## config.mk

```make
export PLATFORM = sky130hd
export DESIGN_NAME = reg_serializer
export DESIGN_NICKNAME = d
export VERILOG_FILES = /design/src/rtl/reg_serializer_pkg.sv /design/src/rtl/bit_timer.sv /design/src/rtl/reg_serializer.sv
export SDC_FILE = /design/constraint.sdc
export NUM_CORES = 1
export LEC_CHECK = 0
export BUFFER_PORTS_ARGS = -buffer_cell sky130_fd_sc_hd__buf_4
export CORE_MARGIN = 2
export CORE_UTILIZATION = 30
export DETAILED_ROUTE_END_ITERATION = 7
export GPL_TIMING_DRIVEN = 0
export MAX_ROUTING_LAYER = met4
export SLEW_MARGIN = 30
export SYNTH_ARGS = -nofsm -noshare
export SYNTH_HDL_FRONTEND = slang
export SYNTH_HIERARCHICAL = 1
export SYNTH_SLANG_ARGS = --single-unit
```

## constraint.sdc

```tcl
create_clock -name clk -period 1.9 [get_ports clk]
set_input_delay 0.285 -clock clk [delete_from_list [all_inputs] [get_ports clk]]
set_output_delay 0.285 -clock clk [all_outputs]
set_load 0.005 [all_outputs]
```

## src/rtl/reg_serializer_pkg.sv

```systemverilog
// ---------------------------------------------------------------------------
// reg_serializer_pkg
// Shared definitions for the register serializer: FSM state encoding and
// frame geometry constants.
// ---------------------------------------------------------------------------
package reg_serializer_pkg;

   // Frame is start bit + DATA_BITS data bits + stop bit.
   localparam int DATA_BITS  = 8;
   localparam int FRAME_BITS = 10;

   typedef enum logic [1:0] {
      IDLE  = 2'd0,
      START = 2'd1,
      SHIFT = 2'd2,
      STOP  = 2'd3
   } state_t;

endpackage

```

## src/rtl/bit_timer.sv

```systemverilog
// ---------------------------------------------------------------------------
// bit_timer
// Free-running modulo-DIV cycle counter used to time each serial bit.
//
// Ports
//   clk        rising-edge clock
//   rst        synchronous active-high reset, clears the count
//   clear      holds the count at 0 (used while the serializer is idle)
//   tick       high while the count is DIV-1 (last cycle of a bit)
//   tick_next  high when the count in the next cycle will be DIV-1; lets the
//              parent register outputs that must coincide with tick
// ---------------------------------------------------------------------------
module bit_timer #(
   parameter int DIV = 4
) (
   input  logic clk,
   input  logic rst,
   input  logic clear,
   output logic tick,
   output logic tick_next
);

   localparam logic [7:0] LAST = 8'(DIV - 1);

   logic [7:0] count;
   logic [7:0] count_next;

   // Wraps to 0 after DIV-1, so the count never leaves 0..DIV-1.
   assign tick       = (count == LAST);
   assign count_next = (clear || tick) ? 8'd0 : count + 8'd1;
   assign tick_next  = (count_next == LAST);

   always_ff @(posedge clk) begin
      if (rst) begin
         count <= 8'd0;
      end else begin
         count <= count_next;
      end
   end

endmodule

```

## src/rtl/reg_serializer.sv

```systemverilog
// ---------------------------------------------------------------------------
// reg_serializer
// Transmits an 8-bit word as a 10-bit serial frame: start bit (0), data MSB
// first, stop bit (1). Each bit lasts DIV clock cycles.
//
// Handshake: ena is a request, busy is the inverse of ready. A request is
// accepted at a rising edge where ena=1 and busy=0; data is captured at that
// same edge. Requests while busy=1 (including the done cycle) are dropped,
// nothing is queued.
//
// Ports
//   clk        rising-edge clock
//   rst        synchronous active-high reset; aborts any frame in flight
//   data[7:0]  parallel word, sampled only on acceptance
//   ena        transmit request
//   busy       high while a frame is in progress
//   ser_out    serial line, idle high
//   ser_frame  high exactly while data bits are on ser_out
//   done       one-cycle pulse in the last cycle of the stop bit
//   dbg_state  current FSM state, for observation only
// ---------------------------------------------------------------------------
module reg_serializer
   import reg_serializer_pkg::*;
#(
   parameter int DIV = 4
) (
   input  logic       clk,
   input  logic       rst,
   input  logic [7:0] data,
   input  logic       ena,
   output logic       busy,
   output logic       ser_out,
   output logic       ser_frame,
   output logic       done,
   output state_t     dbg_state
);

   localparam int BW = $clog2(DATA_BITS);
   localparam logic [BW-1:0] LAST_BIT = BW'(DATA_BITS - 1);

   state_t                 state, state_next;
   logic [DATA_BITS-1:0]   sreg, sreg_next;
   logic [BW-1:0]          bitcnt, bitcnt_next;
   logic                   tick, tick_next;
   logic                   timer_clear;

   logic busy_d, ser_out_d, ser_frame_d, done_d;

   // Timer sits at 0 while idle so the start bit gets a full DIV cycles.
   assign timer_clear = (state == IDLE);

   bit_timer #(.DIV(DIV)) u_timer (
      .clk       (clk),
      .rst       (rst),
      .clear     (timer_clear),
      .tick      (tick),
      .tick_next (tick_next)
   );

   // State, datapath and output registers.
   always_ff @(posedge clk) begin
      if (rst) begin
         state     <= IDLE;
         sreg      <= '0;
         bitcnt    <= '0;
         busy      <= 1'b0;
         ser_out   <= 1'b1;
         ser_frame <= 1'b0;
         done      <= 1'b0;
      end else begin
         state     <= state_next;
         sreg      <= sreg_next;
         bitcnt    <= bitcnt_next;
         busy      <= busy_d;
         ser_out   <= ser_out_d;
         ser_frame <= ser_frame_d;
         done      <= done_d;
      end
   end

   // Next-state and datapath update.
   always_comb begin
      state_next  = state;
      sreg_next   = sreg;
      bitcnt_next = bitcnt;
      case (state)
         IDLE: begin
            if (ena) begin
               state_next = START;
               sreg_next  = data;
            end
         end
         START: begin
            if (tick) state_next = SHIFT;
         end
         SHIFT: begin
            if (tick) begin
               // Left shift keeps the bit to transmit in sreg[MSB].
               sreg_next   = {sreg[DATA_BITS-2:0], 1'b0};
               bitcnt_next = bitcnt + 1'b1;
               if (bitcnt == LAST_BIT) state_next = STOP;
            end
         end
         STOP: begin
            if (tick) state_next = IDLE;
         end
         default: state_next = IDLE;
      endcase
   end

   // Output decode from the upcoming state, so the registered outputs line up
   // with the state they describe.
   always_comb begin
      busy_d      = (state_next != IDLE);
      ser_frame_d = (state_next == SHIFT);
      done_d      = (state_next == STOP) && tick_next;
      case (state_next)
         START:   ser_out_d = 1'b0;
         SHIFT:   ser_out_d = sreg_next[DATA_BITS-1];
         default: ser_out_d = 1'b1;
      endcase
   end

   assign dbg_state = state;

endmodule

```

Word level (Yosys, flattened, before mapping)
Index checks and enable logic that the tools add are counted.
Widths: inputs -> output; s select.

cells by class
  $add $sub $neg = 2
  eq/ne operators = 11
  multiplexer cells = 11
  reduce and logical (&&, ||, !) cells = 7

operator list
  operator             count
  $mux 8               3
  $eq 8x2->1 const B   2
  $pmux 8 s2           1
  $mux 2               5
  $add 8x1->8 const B  1
  $eq 2x2->1 const B   4
  $pmux 2 s4           1
  $eq 2x1->1 const B   2
  $reduce_bool 2->1    2
  $add 3x1->3 const B  1
  $eq 3x3->1 const B   1
  $reduce_and 3->1     1
  $logic_not 2->1      1
  $ne 2x1->1 const B   1
  $ne 2x2->1 const B   1
  $pmux 1 s2           1
  $reduce_and 2->1     1
  $logic_and 1x1->1    1
  $logic_or 1x1->1     1

word-level totals
  register bits after elaboration = 25
  input bits = 11
  word-level logic and storage cells = 40
  output and inout bits = 6

Longest topological paths before layout
Gate-level depths: netlist (run 1).

  word-level depth = 6
  depth in mapped cells = 8
  mapped depth without buffers = 7

By module
The synthesis (run 1) kept the hierarchy.

modules (own cells, without submodules)
  module          seq. area each (µm²)  times used  area each (µm²)  cells an instance
  reg_serializer  340.3                 1           813.3            88
  bit_timer       160.2                 1           449.2            52

Least setup slack after synthesis (run 1)
OpenSTA, ideal clock, no wires.

  path kind = reg2reg
  start = reg u_timer.count[2]
  end = reg ser_out
  clock period less this slack = 1610 ps
  setup time = 128 ps
  required time = 1772 ps
  path slack = 290 ps
  cell stages (with the launch flop) = 8
  buffers on the path = 2
  data arrival time = 1482 ps
  path through = dfxtp_1 buf_4 nor3_1 and4_1 buf_6 and3b_1 nor4_1 a31oi_1

between the ends
  word-level cells in the longest chain between the ends = 5
  elaborated cells on any way between the ends = 10
  classes of those cells = eq/ne: 3; mux: 7

ends and longest elaborated chain
  what                                             line                                                               RTL
  from (decl)                                      bit_timer.sv:25                                                    logic [7:0] count;
  from (signal assigned)                           bit_timer.sv:37                                                    count <= count_next;
  $eq 8x2->1 *                                     bit_timer.sv:29                                                    assign tick = (count == LAST);
  via tick                                         reg_serializer.sv:44                                               logic tick, tick_next;
  $mux 2, on equally long branches                 reg_serializer.sv:105, reg_serializer.sv:94, reg_serializer.sv:97
  $pmux 2 s4                                       reg_serializer.sv:86                                               case (state)
  $eq 2x2->1 / $eq 2x1->1 (equally long branches)  reg_serializer.sv:117                                              case (state_next)
  $pmux 1 s2 *                                     reg_serializer.sv:117
  to (signal assigned)                             reg_serializer.sv:75                                               ser_out <= ser_out_d;
  to (decl)                                        reg_serializer.sv:32                                               output logic ser_out,

The timed path passes the listed nets; every way through them passes the cells marked *. The select of a mux whose other input is x is not followed.
A chain may end at the register's enable or synchronous reset.

Worst setup path after layout (run 1)
Same ends and word-level chain as after synthesis.

==> results by stage, run 1 <==
Layout:
- The sequential standard cell area is 502 µm².
- The most common library cell in the layout ignoring fill and taps is dfxtp_1.
- The fraction of final layout cells sized beyond drive strength 1 is 23.8%.
- The final layout contains 176 nets.
- The filler cells instantiated in the layout total 423.
- The area of the multi-input gates is 681 µm².
- Leaving out fill and tap cells, the most frequent cells in the layout are dfxtp_1 (24), buf_4 (20), nor2_1 (15), nand3_1 (11), a21oi_1 (11).
- From synthesis to final layout, the design area changed by 19.2%.
- The number of antenna diodes in the final layout is 0.

Global routing:
- The via count of the first global-routing pass is 1018.
- Entering global routing, the biggest net connects 14 pins.
- The global route total overflow is 0.
- Global routing used 12.6% of the available tracks.
- The first-pass GRT wire length is 4.40 mm.
- The number of antenna violations at the first check in global routing was 0.

Timing:
- The final hold violation count came to 0.
- Setup total negative slack on the finished layout was measured at 0 ns.
- The final worst clock skew is 0.00244 ns.
- The count of pins over their slew limit is 0.
- For the pin with the worst max-slew slack, the measured transition is 0.456 ns.
- In the finished design, the share of the clock period the worst path needs comes to 92.8%.
- The relative slew slack is 69.6%.
- After layout, the minimum clock period comes to 1.76 ns.
- The total of endpoints with negative setup slack in the final report is 0.
- On the final layout, the worst hold slack is 0.263 ns.
- Timing would allow up to 567 MHz.

CTS:
- The total number of H-tree levels is 1.
- The number of clock sinks is 25.
- The clock passes through at most 2 buffers.
- TritonCTS built the clock tree.
- The total setup buffers inserted after CTS is 0.
- The buffer type at the clock tree root is clkbuf_8.
- The number of clock buffers added by TritonCTS is 3.
- Clock-pin slew was measured on the worst setup and hold paths at 0.08 ns.
- The clock insertion delay at the later pin of the skew report is 0.26 ns.

Logic synthesis:
- The synthesized area is 1260 µm².
- The total nets after synthesis is 155.
- The total number of yosys warnings is 6.
- By area the synthesized netlist is led by dfxtp_1 (40%), nor2_1 (4.5%), a21oi_1 (4.4%).
- The number of synthesized register bits is 25.
- The synthesized instance count is 140.
- The number of enable-type register cells in the synthesized netlist is 0.
- The fraction of post-synthesis cell area in the top cell type by area is 39.6%.
- dfxtp_1 takes more of the synthesized area than any other cell.
- The register area share after synthesis is 39.6%.
- For this run, asynchronously set or reset flops after synthesis account for 0%.
- The dominant register cell in the synthesized netlist is dfxtp_1.
- The synthesized netlist contains 41 unique library cells.
- A synthesized cell averages 9.02 µm².

Hold path:
- The tightest min-delay check is of the input pin to flip-flop type.
- The startpoint identified for the worst hold timing path is data[0].
- The hold path depth is 3.
- For hold timing, the worst endpoint is sreg[0].

Worst setup path:
- The worst setup path is captured at a flip-flop.
- The family with the most delay on the worst path is simple AND/OR/NAND/NOR gates.
- The startpoint identified for the worst register-to-register timing path is u_timer/count[2].
- The destination of the worst register-to-register timing path is ser_out.
- The endpoint required time on the critical path is 2.04 ns.
- The data arrival time of the critical path is 1.90 ns.
- The reg-to-reg setup timing slack is 0.14 ns.
- The type of element launching the critical path is a flip-flop.
- The biggest fanout along the worst timing path is 9.
- The worst register-to-register path has a depth of 7.
- The number of buffers and inverters on the critical path is 2.
- The classification of the worst setup path is flip-flop to flip-flop.
- For this run, the slowest stage of the critical path takes 0.30 ns.
- For this design, the slowest cell found on the critical path is dfxtp_1.
- The signal on the critical path passes through buf_4 > nor3_2 > and4_1 > buf_6 > and3b_1 > nor4_2 > a31oi_1.

Routing:
- The first detailed-routing pass ran for 4 iterations.
- After the first detailed-routing iteration, the DRC count stood at 35.
- The ratio of routed vias to standard cells is 5.09.
- In this run the remaining antenna-violating nets after routing total 0.
- The detailed-route wire length is 2.65 mm.
- The routed layout has 1069 vias.
- The post-route DRC violation count is 0.
- The average wire per cell in the routed design is 12.6 µm.

Floorplanning:
- The y dimension of the die is 68.9 µm.
- The floorplan has 23 rows.
- The area of the die is 4740 µm².
- Measured along the x axis, the die boundary spans 68.9 µm.
- The core box area is 4030 µm².
- 17 I/O pins were placed.
- The starting density of the core is 31.3%.

Run status:
- The flow ran to the end, and the final reports show no timing, DRC or antenna violations.

Power and ir drop:
- Summing internal, switching and leakage power gives 0.000959 W.
- For this design the ratio of total power to cell area is 637 nW/µm².
- The share of total power in combinational logic is 10.6%.
- The net switching share of the total power is 22.3%.
- In this run, flip-flops and latches consume 57.9% of the power.
- The reported net switching power is 0.000214 W.
- Summed over all cells, the static leakage comes to 0.618 nW.
- Cell internal power was estimated by the tool at 0.000745 W.
- The clock group share of total power is 31.5%.
- IR analysis of the VDD net gives a maximum drop of 0.000487 V.

Place:
- The final weighted congestion in routability-driven placement is 0.832.
- The number of buffers added on ports is 16.
- The half-perimeter wire length after detailed placement is 1.91 mm.

Job:
- The count of maximum capacitance violations is 0.
-- state kept, by name, summed over array words and instances, names as in the netlist --
signal / cells
u_timer/count: 8
done: 1
busy: 1
dbg_state: 2
ser_out: 1
bitcnt: 3
ser_frame: 1
sreg: 8
-- how the worst max path moves through the flow --
stage | from | slack [ns] | cells past startpoint | end
2_1_floorplan | u_timer/count[2] | 0.29 | 7 | ser_out
3_3_place_gp | u_timer/count[0] | 0.15 | 6 | ser_out
3_5_place_dp | u_timer/count[2] | 0.1 | 7 | ser_out
4_1_cts | u_timer/count[2] | 0.08 | 7 | ser_out
5_1_grt | u_timer/count[2] | -0.02 | 7 | ser_out
6_report | u_timer/count[2] | 0.14 | 7 | ser_out
-- power groups by stage --
stage / Sequential, W / Clock [W] / Combinational (W)
floorplan: 0.000564 / 0 / 0.0000618
global placement: 0.000565 / 0 / 0.0000972
detailed placement: 0.000567 / 0 / 0.000101
CTS: 0.000554 / 0.000320 / 0.000102
global route: 0.000558 / 0.000334 / 0.000113
finish: 0.000555 / 0.000302 / 0.000102
-- worst register-to-register path, stage by stage, from the launching register on --
cell,delay (ns)
dfxtp_1,0.30
buf_4,0.16
nor3_2,0.22
and4_1,0.25
buf_6,0.15
and3b_1,0.20
nor4_2,0.25
a31oi_1,0.12
-- synth_stat cells (2+ instances only) --
library cell and number:
xor2_1 4, nand2_1 8, buf_6 4, o21ai_0 2, and2_1 2, nor2_1 15
nor2b_1 2, a21oi_1 11, a22oi_1 6, o2bb2ai_1 2, nor4_1 3, and3b_1 2
ha_1 4, nand2b_1 3, inv_1 3, nand3_1 11, dfxtp_1 25, buf_4 4
xnor2_1 4, nor3_1 4
-- logic make-up (layout without fill, tap and decap cells) --
family,count (synthesis),count (layout),share of synthesized area (%)
buffers and inverters,13,33,7.53
AO/OA/AOI/OAI,28,28,14.9
flip-flops,25,25,39.6
XOR/XNOR,8,8,5.55
adder cells (fa/ha/maj),4,4,3.96
AND/OR/NAND/NOR,62,62,28.4
-- routing by layer --
layer	global-route usage (%)	vias to the layer above	part of all wire (%)
met4	3.68	0	0.94
met3	3.57	5	4.4
met2	21.2	23	51
met5	-	-	0
li1	-	536	-
met1	14.6	505	43
-- metrics by stage --
| step | instances | area, µm² | utilization, % | setup WS, ns |
|---|---|---|---|---|
| 4_1_cts | 210 | 1490 | 37.0 | 0.0800 |
| 2_1_floorplan | 140 | 1260 | - | 0.290 |
| 3_5_place_dp | 206 | 1450 | 35.9 | 0.0965 |
| 3_3_place_gp | 206 | 1450 | 35.9 | 0.155 |
| 6_report | 210 | 1510 | 37.4 | 0.137 |
| 5_1_grt | 210 | 1510 | 37.4 | -0.0219 |
-- cell type report --
cell class,instances,area share (%)
Buffer,10,5.57
Clock buffer,4,2.99
Inverter,3,0.748
Multi-Input combinational cell,102,45.2
Sequential cell,25,33.3
Tap cell,50,4.16
Timing Repair Buffer,16,7.98
-- repair_timing --
action                                  4_1_cts  5_1_grt
hold buffers                                  0        0
endpoints found under the setup margin        0        4
resized for setup                             0        4
No activity file was read; power rests on OpenSTA's default activity.
==> inputs of run 2 (changes only) <==
Settings changed: RECOVER_POWER set to 25.
==> run 2 against run 1 <==
Effect of this change: clock-buffer cell count unchanged; clock skew is essentially flat; die area did not move; critical path type unchanged; critical endpoint unchanged; largest power group unchanged; highest routed layer unchanged.
==> results by stage, run 2 (synthesis gave the netlist of run 1 again) <==
Timing:
- The period utilization is 92.8%.
- For the final database, setup skew stands at 0.00250 ns.
- Timing would allow up to 567 MHz.
- The worst pin sits at a relative slew slack of 69.9%.
- The post-route worst setup slack is 0.136 ns.
- The count of pins over their slew limit is 0.
- Setup violations remaining at the end of the flow were counted as 0.
- The setup total negative slack is 0 ns.
- The final hold violation count is 0.
- The shortest clock period the worst path allows after layout is 1.76 ns.
- The transition time at the pin with the least slew margin is 0.449 ns.

CTS:
- Clock-pin slew was measured on the worst setup and hold paths at 0.08 ns.
- The total setup buffers inserted after CTS is 0.
- In this run, CTS created clock tree buffers numbering 3.
- CTS built an H-tree with a depth of 1.
- The clock insertion delay at the later pin of the skew report is 0.26 ns.
- Counting every sink on the clock net gives 25.
- The maximum count of clock buffers along a single path is 2.
- The TritonCTS clock tree is built.
- The buffer type at the clock tree root is clkbuf_8.

Floorplanning:
- The total area inside the core boundary comes to 4030 µm².
- In this run the vertical extent of the chip is 68.9 µm.
- The floorplan step defined a die boundary enclosing 4740 µm².
- The site row count is 23.
- The initial utilization of the core area, before any placement, comes to 31.3%.
- 17 I/O pins were placed.
- The floorplan step set the die width to 68.9 µm.

Global routing:
- The global-route usage over all layers is 12.6%.
- The first global-routing pass estimated 4.40 mm of wire.
- The via count of the first global-routing pass is 1018.
- The global route total overflow is 0.
- Entering global routing, the biggest net connects 14 pins.
- The number of antenna violations at the first check in global routing is 0.

Routing:
- The remaining antenna violation count is 0.
- The violation count after the first detailed-routing iteration is 33.
- The ratio of routed vias to standard cells is 5.10.
- The number of detailed-route iterations in the first pass is 4.
- The detailed-route wire length is 2.65 mm.
- The average wire per cell in the routed design is 12.6 µm.
- In the routed design, unresolved DRC markers number 0.
- The vias after detailed routing is 1072.

Worst setup path:
- The critical path goes through buf_4 > nor3_2 > and4_1 > buf_6 > and3b_1 > nor4_2 > a31oi_1.
- The biggest cell delay along the critical path is 0.30 ns.
- Data on the critical path is required at its endpoint by 2.04 ns.
- The data arrival time of the critical path is 1.90 ns.
- The slowest cell on the critical path is dfxtp_1.
- The worst setup path is captured at a flip-flop.
- Along the worst path, the maximum fanout reaches 9.
- The worst setup path is of the flip-flop to flip-flop kind.
- The type of element launching the critical path is a flip-flop.
- The number of cells traversed by the worst register-to-register path is 7.

Place:
- Once detailed placement completed, the half-perimeter wirelength came to 1.91 mm.
- The pre-CTS setup slack is 0.0965 ns.
- Buffers placed on the I/O ports in this run total 16.
- The congestion estimate from routability-driven global placement came to 0.832.
- In this run the cell area measured after placement is 1450 µm².

Layout:
- Compared with the post-synthesis result, the final layout area differs by 19.2%.
- In the final layout, the share of cells above drive strength 1 is 23.8%.
- 0 antenna diodes ended up in the layout.
- The final layout net count is 176.
- Leaving out fill and tap cells, the most frequent cells in the layout are dfxtp_1 (24), nor2_1 (15), buf_4 (14), nand3_1 (11), a21oi_1 (11).
- With fillers left out, the area of the finished cells amounts to 1510 µm².
- In the final layout, the registers with the most flip-flops are sreg (8), u_timer/count (8), bitcnt (3).
- The most common library cell in the layout ignoring fill and taps is dfxtp_1.

Power and ir drop:
- The static power due to leakage is 0.615 nW.
- The internal portion of the total power is 0.000745 W.
- The analysis attributes to net switching a power of 0.000213 W.
- The share of total power dissipated in the clock network is 31.5%.
- Net switching is 22.3% of the power.
- Per report_power, the sequential group accounts for 57.9% of the total.
- For this design the ratio of total power to cell area is 636 nW/µm².
- The overall power consumption is 0.000958 W.
- VDD sags by at most 0.000487 V.
- In this run, the combinational gates consume 10.6% of the power.

Hold path:
- The type of the tightest min-delay check is input pin to flip-flop.
- The hold path depth is 3.

Run status:
- The flow ran to the end, and the final reports show no timing, DRC or antenna violations.

Job:
- The count of maximum capacitance violations is 0.
-- run 2: final timing paths --
check | from | end | slack (ns)
setup reg to reg | u_timer/count[2] | ser_out | 0.14
setup / recovery | u_timer/count[2] | ser_out | 0.14
hold reg to reg | sreg[0] | sreg[0] | 0.47
hold / removal | data[0] | sreg[0] | 0.26
-- run 2: final cells by class --
type / count / area, µm²
multi-input combinational: 102 / 681
buffer: 10 / 83.8
tap: 50 / 62.6
inverter: 3 / 11.3
timing repair buffer: 16 / 120
fill: 423 / 2520
sequential: 25 / 502
clock buffer: 4 / 45.0
-- run 2: repair_timing --
| item | in CTS | in global routing |
|---|---|---|
| gates resized for setup | 0 | 4 |
| endpoints found under the setup margin | 0 | 4 |
| hold buffers | 0 | 0 |
-- run 2: worst max-delay path, delay by kind of cell, from the launching register on --
kind / cells / cell delay (ns)
DFF: 1 / 0.30
AOI/OAI and AO/OA: 1 / 0.12
buffers and inverters: 2 / 0.31
and+or+nand+nor: 4 / 0.92
-- run 2: through the flow --
step | util [%] | instances | hold WS, ns
after floorplan | - | 140 | 0.421
final | 37.4 | 210 | 0.263
after CTS | 37.0 | 210 | 0.256
after global placement | 35.9 | 206 | 0.445
after global routing | 37.4 | 210 | 0.269
after detailed placement | 35.9 | 206 | 0.459
-- run 2: per-layer routing --
metal	wire length (µm)	track usage [%]	part of all wire (%)
met1	1160	14.6	44
met2	1350	21.2	51
met3	111	3.57	4.2
met4	25	3.68	0.94
met5	0	-	0
-- run 2: power by group through the flow --
stage / Sequential (W) / Clock, W / Combinational [W]
5_1_grt: 0.000558 / 0.000334 / 0.000113
6_report: 0.000555 / 0.000302 / 0.000101
3_3_place_gp: 0.000565 / 0 / 0.0000972
3_5_place_dp: 0.000567 / 0 / 0.000101
2_1_floorplan: 0.000564 / 0 / 0.0000618
4_1_cts: 0.000554 / 0.000320 / 0.000102
